[src/rtl/nd_4to1_rr.sv]
// nd_4to1_rr: four 4-phase request/acknowledge inputs merged round-robin into one
// output channel through a small message FIFO.
module nd_4to1_rr #(
    parameter int FSZ = 4,
    parameter int ASZ = 8,
    parameter int DSZ = 8
) (
    input  logic                 i_clk,
    input  logic                 reset,
    output logic                 ready,
    input  logic [ASZ-1:0]       rcv0_src,
    input  logic [ASZ-1:0]       rcv0_dst,
    input  logic [DSZ-1:0]       rcv0_dat,
    input  logic                 rcv0_req,
    output logic                 rcv0_ack,
    input  logic [ASZ-1:0]       rcv1_src,
    input  logic [ASZ-1:0]       rcv1_dst,
    input  logic [DSZ-1:0]       rcv1_dat,
    input  logic                 rcv1_req,
    output logic                 rcv1_ack,
    input  logic [ASZ-1:0]       rcv2_src,
    input  logic [ASZ-1:0]       rcv2_dst,
    input  logic [DSZ-1:0]       rcv2_dat,
    input  logic                 rcv2_req,
    output logic                 rcv2_ack,
    input  logic [ASZ-1:0]       rcv3_src,
    input  logic [ASZ-1:0]       rcv3_dst,
    input  logic [DSZ-1:0]       rcv3_dat,
    input  logic                 rcv3_req,
    output logic                 rcv3_ack,
    output logic [ASZ-1:0]       snd0_src,
    output logic [ASZ-1:0]       snd0_dst,
    output logic [DSZ-1:0]       snd0_dat,
    output logic                 snd0_req,
    input  logic                 snd0_ack,
    output logic [1:0]           dbg_state,
    output logic [$clog2(FSZ):0] dbg_count
);
    localparam int PW = $clog2(FSZ);
    localparam int MW = 2 * ASZ + DSZ;
    localparam logic [PW:0] FULL_CNT = (PW + 1)'(FSZ);

    typedef enum logic [1:0] {
        S_IDLE = 2'd0,
        S_SEND = 2'd1,
        S_DROP = 2'd2
    } state_t;

    // Every channel is 4-phase: sender raises req with the message stable, receiver
    // captures and raises ack, sender drops req, receiver drops ack; a new req may
    // only be raised once ack is seen low.
    logic [MW-1:0] rcv_msg [4];
    logic [3:0]    rcv_req;
    logic [3:0]    rcv_ack;

    assign rcv_msg[0] = {rcv0_src, rcv0_dst, rcv0_dat};
    assign rcv_msg[1] = {rcv1_src, rcv1_dst, rcv1_dat};
    assign rcv_msg[2] = {rcv2_src, rcv2_dst, rcv2_dat};
    assign rcv_msg[3] = {rcv3_src, rcv3_dst, rcv3_dat};
    assign rcv_req    = {rcv3_req, rcv2_req, rcv1_req, rcv0_req};
    assign rcv0_ack   = rcv_ack[0];
    assign rcv1_ack   = rcv_ack[1];
    assign rcv2_ack   = rcv_ack[2];
    assign rcv3_ack   = rcv_ack[3];

    logic [MW-1:0] mem [FSZ];
    logic [MW-1:0] snd_msg;
    logic [PW-1:0] head;
    logic [PW-1:0] tail;
    logic [PW:0]   count;
    logic [1:0]    ptr;
    state_t        state;
    state_t        state_nxt;
    logic          req_nxt;
    logic          pop;
    logic [3:0]    pend;
    logic          found;
    logic          grant;
    logic [1:0]    gidx;
    logic [1:0]    cand;

    assign {snd0_src, snd0_dst, snd0_dat} = snd_msg;
    assign dbg_state = state;
    assign dbg_count = count;

    // Round-robin scan starting at ptr; fullness is judged before this edge's pop.
    always_comb begin
        pend  = rcv_req & ~rcv_ack;
        found = 1'b0;
        gidx  = ptr;
        cand  = ptr;
        for (int i = 0; i < 4; i++) begin
            cand = ptr + 2'(i);
            if (!found && pend[cand]) begin
                found = 1'b1;
                gidx  = cand;
            end
        end
        grant = ready && found && (count < FULL_CNT);
    end

    always_comb begin
        state_nxt = state;
        req_nxt   = snd0_req;
        pop       = 1'b0;
        unique case (state)
            S_IDLE: if (ready && count != '0) begin
                pop       = 1'b1;
                req_nxt   = 1'b1;
                state_nxt = S_SEND;
            end
            S_SEND: if (snd0_ack) begin
                req_nxt   = 1'b0;
                state_nxt = S_DROP;
            end
            S_DROP: if (!snd0_ack) state_nxt = S_IDLE;
            default: state_nxt = S_IDLE;
        endcase
    end

    always_ff @(posedge i_clk or negedge reset) begin
        if (!reset) begin
            ready    <= 1'b0;
            rcv_ack  <= '0;
            ptr      <= '0;
            head     <= '0;
            tail     <= '0;
            count    <= '0;
            state    <= S_IDLE;
            snd0_req <= 1'b0;
            snd_msg  <= '0;
        end else begin
            ready    <= 1'b1;
            state    <= state_nxt;
            snd0_req <= req_nxt;
            for (int k = 0; k < 4; k++) begin
                if (grant && gidx == 2'(k))
                    rcv_ack[k] <= 1'b1;
                else if (rcv_ack[k] && !rcv_req[k])
                    rcv_ack[k] <= 1'b0;
            end
            if (grant) begin
                head <= head + PW'(1);
                ptr  <= gidx + 2'd1;
            end
            if (pop) begin
                tail    <= tail + PW'(1);
                snd_msg <= mem[tail];
            end
            case ({grant, pop})
                2'b10:   count <= count + (PW + 1)'(1);
                2'b01:   count <= count - (PW + 1)'(1);
                default: count <= count;
            endcase
        end
    end

    // Storage carries no reset; validity is tracked entirely by count/head/tail.
    always_ff @(posedge i_clk) begin
        if (grant) mem[head] <= rcv_msg[gidx];
    end
endmodule

[config.mk]
export PLATFORM = sky130hd
export DESIGN_NAME = nd_4to1_rr
export DESIGN_NICKNAME = d
export VERILOG_FILES = /design/src/rtl/nd_4to1_rr.sv
export SDC_FILE = /design/constraint.sdc
export NUM_CORES = 1
export LEC_CHECK = 0
export BUFFER_PORTS_ARGS = -buffer_cell sky130_fd_sc_hd__buf_2
export CORE_MARGIN = 4
export CORE_UTILIZATION = 49
export DETAILED_ROUTE_END_ITERATION = 6
export GPL_TIMING_DRIVEN = 0
export PLACE_DENSITY = 0.83
export SLEW_MARGIN = 25
export SYNTH_ARGS = -nofsm -noshare
export SYNTH_HDL_FRONTEND = slang
export SYNTH_SLANG_ARGS = --single-unit
[constraint.sdc]
create_clock -name i_clk -period 2.1 [get_ports i_clk]
set_input_delay 0.315 -clock i_clk [delete_from_list [all_inputs] [get_ports i_clk]]
set_output_delay 0.315 -clock i_clk [all_outputs]
set_load 0.02 [all_outputs]
==> results by group <==
Cells and area
  • # nets final: 641
  • Most common cell after layout, fill and taps aside: buf_2
  • Ant. Diodes: 0
  • Most frequent cells in the layout: buf_2, edfxtp_1, mux2i_1, dfrtp_1
  • Post-route cell area: 0.008534 mm2
  • Layout area overhead: 38.08%
  • Ratio of cells with drive above 1 in the final layout: 60.81%
  • # fillers: 713

GRT
  • First-pass GRT wire length: 22570 um
  • Vias in the first global route: 4168
  • GRT Total Usage: 21.06%
  • Largest net degree at the start of global routing: 42
  • Initial antenna violation count: 0
  • GR Overflow Total: 0

Placed design
  • Routability congestion estimate from global placement: 0.7883
  • Placed Area: 0.007129 mm2
  • Hpwl dp: 9029 um
  • Port bufs: 137
  • Pre-CTS setup slack: -0.2866 ns

Critical path
  • Slowest cell on crit path: dfrtp_2
  • End of the worst register-to-register path: dbg_count[2]$_DFFE_PN0P_
  • CP most frequent cell: xor2_1
  • Worst EP arrival: 2.59 ns
  • Setup slack, reg-to-reg: -0.20 ns
  • FF-to-FF Start: rcv_ack[0]$_DFFE_PN0P_
  • Critical path, cell by cell: and2b_4 -> nor2_4 -> a311oi_4 -> buf_6 -> inv_4 -> ha_4 -> inv_2 -> fa_2 -> xor2_1 -> nor2_1 -> xor2_1
  • CP peak stage delay: 0.42 ns
  • WS Path Type: reg -> reg
  • Reg2Reg Depth: 11
  • Critical path startpoint category: register
  • CP Max Fanout: 4
  • CP endpoint kind: register
  • Required @ worst endpoint: 2.39 ns
  • Worst path bufs/invs: 3
  • Crit-path leading delay family: simple AND/OR/NAND/NOR gates

Pwr
  • Sequential share of power: 30.1%
  • Maximum VDD drop: 0.9038 mV
  • Internal power: 0.009600 W
  • Leakage: 3.385 nW
  • Logic gate share of total power: 47.1%
  • Pwr Total: 0.01467 W
  • P_sw: 0.005071 W
  • Clock network power share: 22.8%
  • Sw Share: 34.57%
  • Power density cells: 1719 mW/mm2

Routing
  • Final wirelength: 16140 um
  • DR DRC count: 0
  • DR vias: 3940
  • Via density per instance: 5.557
  • DR pass1 iterations: 4
  • Drt initial violations: 258
  • Remaining antenna violation count: 0
  • Avg WL per Cell: 22.77 um

CTS
  • CTS HTree Levels: 4
  • CTS max path bufs: 2
  • Skew-Pair Late Insertion Delay: 0.41 ns
  • Worst-path clk slew: 0.07 ns
  • Num Clock Sinks: 137
  • Root Driver: clkbuf_16
  • CTS tree: done
  • Total CTS buffers: 17

Floorplan
  • Die Wd: 120.3 um
  • Die Y: 120.3 um
  • I/O Pins: 138
  • Die area: 0.01447 mm2
  • Cell Rows: 40
  • Initial Util: 50.82%
  • Core area: 0.01216 mm2

Status
  • Failing checks: negative setup slack
  • Status: finished, violations left

Synth
  • Largest family of logic cells by synthesized area: multiplexers
  • Primary FF master, synth: edfxtp_1
  • Mapped Cells: 347
  • Post-synth EDFFs: 96
  • Fraction of synthesized area in multiplexers: 24.94%
  • Synth Warn #: 0
  • #FFs+latches synth: 137
  • Post-synthesis sequential area ratio: 63.24%
  • Xor/xnor share of the synthesized area: 0.8502%
  • Post-synthesis simple-gate area fraction: 2.935%
  • Post-synthesis area per instance: 17.81 um2
  • Compound-Gate Fraction of Synth Area: 2.733%
  • Cell area after synthesis: 0.006181 mm2
  • Distinct cells, synth: 43
  • Synth Net Count: 460
  • Asr flop ratio synth: 29.93%
  • Area share of fa/ha/maj cells after synthesis: 2.146%

STA
  • Tcrit/Tclk final: 109.3%
  • # setup viols final: 56
  • Worst Hold Slack: 0.1161 ns
  • Fmax: 0.4355 GHz
  • Tightest Pin Transition: 0.7185 ns
  • Setup Skew: 0.01504 ns
  • Slew HR: 52.10%
  • Final worst slack: -0.1962 ns
  • Max Slew Vio Count: 0
  • Final hold vios: 0
  • RSZ-0062 raised after global routing: yes
  • Tmin final: 2.296 ns

Worst hold path
  • Worst Hold Launch: snd0_ack
  • Worst min-delay path category: in -> reg
  • Worst hold path endpoint: dbg_state[0]$_DFFE_PN0P_
  • Hold path cells: 2

Flow run
  • Max Cap Viol: 0
[stage by stage]
stage | util (%) | std cells | TNS (ns)
finish | 70.17 | 709 | -4.407
global route | 70.17 | 709 | -8.056
global placement | 58.62 | 652 | -20.89
CTS | 65.65 | 698 | -2.523
detailed placement | 58.62 | 652 | -24.78
floorplan | - | 347 | -0.1018
[cell type report]
class	count	area [um2]	area share (%)
clock inverter	13	215.2	2.522
buffer	16	187.7	2.199
sequential	137	3918	45.90
tap	168	210.2	2.463
multi-input combinational	189	2584	30.27
inverter	10	40.04	0.4691
timing repair buffer	157	937.1	10.98
clock buffer	19	442.9	5.190
[power groups by stage]
stage               registers, W  clock network (W)  logic, W
CTS                      0.00440            0.00334   0.00561
finish                   0.00442            0.00335   0.00690
floorplan                0.00475                  0   0.00330
detailed placement       0.00442                  0   0.00511
global placement         0.00436                  0   0.00491
global route             0.00449            0.00348   0.00727
[layer usage]
layer  up-vias  part of all wire [%]  GRT usage, %
met5         -                     0             0
met4         0                   2.4         7.649
met3        28                   7.1         4.303
met2       185                    54         37.79
met1      1997                    36         25.18
li1       1730                     -             -
[timing repair]
action / CTS / global route
gates resized for setup: 19 / 78
endpoints found under the hold margin: 0 / 41
endpoints found under the setup margin: 177 / 198
hold buffers: 0 / 1
buffers inserted: 12 / 5
pin swaps: 9 / 10
cloned: 2 / 6
[worst register-to-register path, stage by stage, from the launching register on]
cell and delay, ns:
dfrtp_2 0.42, and2b_4 0.28, nor2_4 0.05, a311oi_4 0.39, buf_6 0.18, inv_4 0.04
ha_4 0.15, inv_2 0.05, fa_2 0.19, xor2_1 0.20, nor2_1 0.10, xor2_1 0.14
[Yosys cell counts, types with 4 or more instances]
cell      count  share of area [%]
buf_2         4               0.32
nand2_1       4               0.24
buf_4         4               0.49
mux4_2       24                8.7
dfrtp_1      41                 17
mux2i_1      73                 12
and2_1        4               0.40
buf_6         5               0.91
ha_1          9                1.8
inv_1        10               0.61
edfxtp_1     96                 47
nand2b_1      4               0.40
mux2_2       24                4.4
[flip-flops by register name (all words and copies together) (netlist names)]
name and cells:
head 2, dbg_count 3, rcv_ack 4, mem 96, ptr 2, dbg_state 2
snd_msg 24, ready 1, snd0_req 1, tail 2
[how the worst max path moves through the flow]
| stage | startpoint | end | slack, ns | depth (start not counted) |
|---|---|---|---|---|
| floorplan | rcv_ack[0]$_DFFE_PN0P_ | dbg_count[2]$_DFFE_PN0P_ | -0.06 | 11 |
| global placement | rcv_ack[0]$_DFFE_PN0P_ | mem[0][2]$_DFFE_PP_ | -0.28 | 5 |
| detailed placement | rcv_ack[0]$_DFFE_PN0P_ | mem[1][6]$_DFFE_PP_ | -0.29 | 5 |
| CTS | rcv_ack[0]$_DFFE_PN0P_ | dbg_count[2]$_DFFE_PN0P_ | -0.06 | 11 |
| global route | rcv_ack[0]$_DFFE_PN0P_ | dbg_count[2]$_DFFE_PN0P_ | -0.32 | 11 |
| finish | rcv_ack[0]$_DFFE_PN0P_ | dbg_count[2]$_DFFE_PN0P_ | -0.20 | 11 |
[cell families (layout without fill, tap and decap cells)]
group           after synthesis  count (layout)
simple gates                 27              33
compound gates               18              18
flops                       137             137
buf+inv                      27             215
fa+ha+maj                    10              10
other cells                   1               1
xor+xnor                      6               6
mux                         121             121
Power figures use the tool's default switching activity.
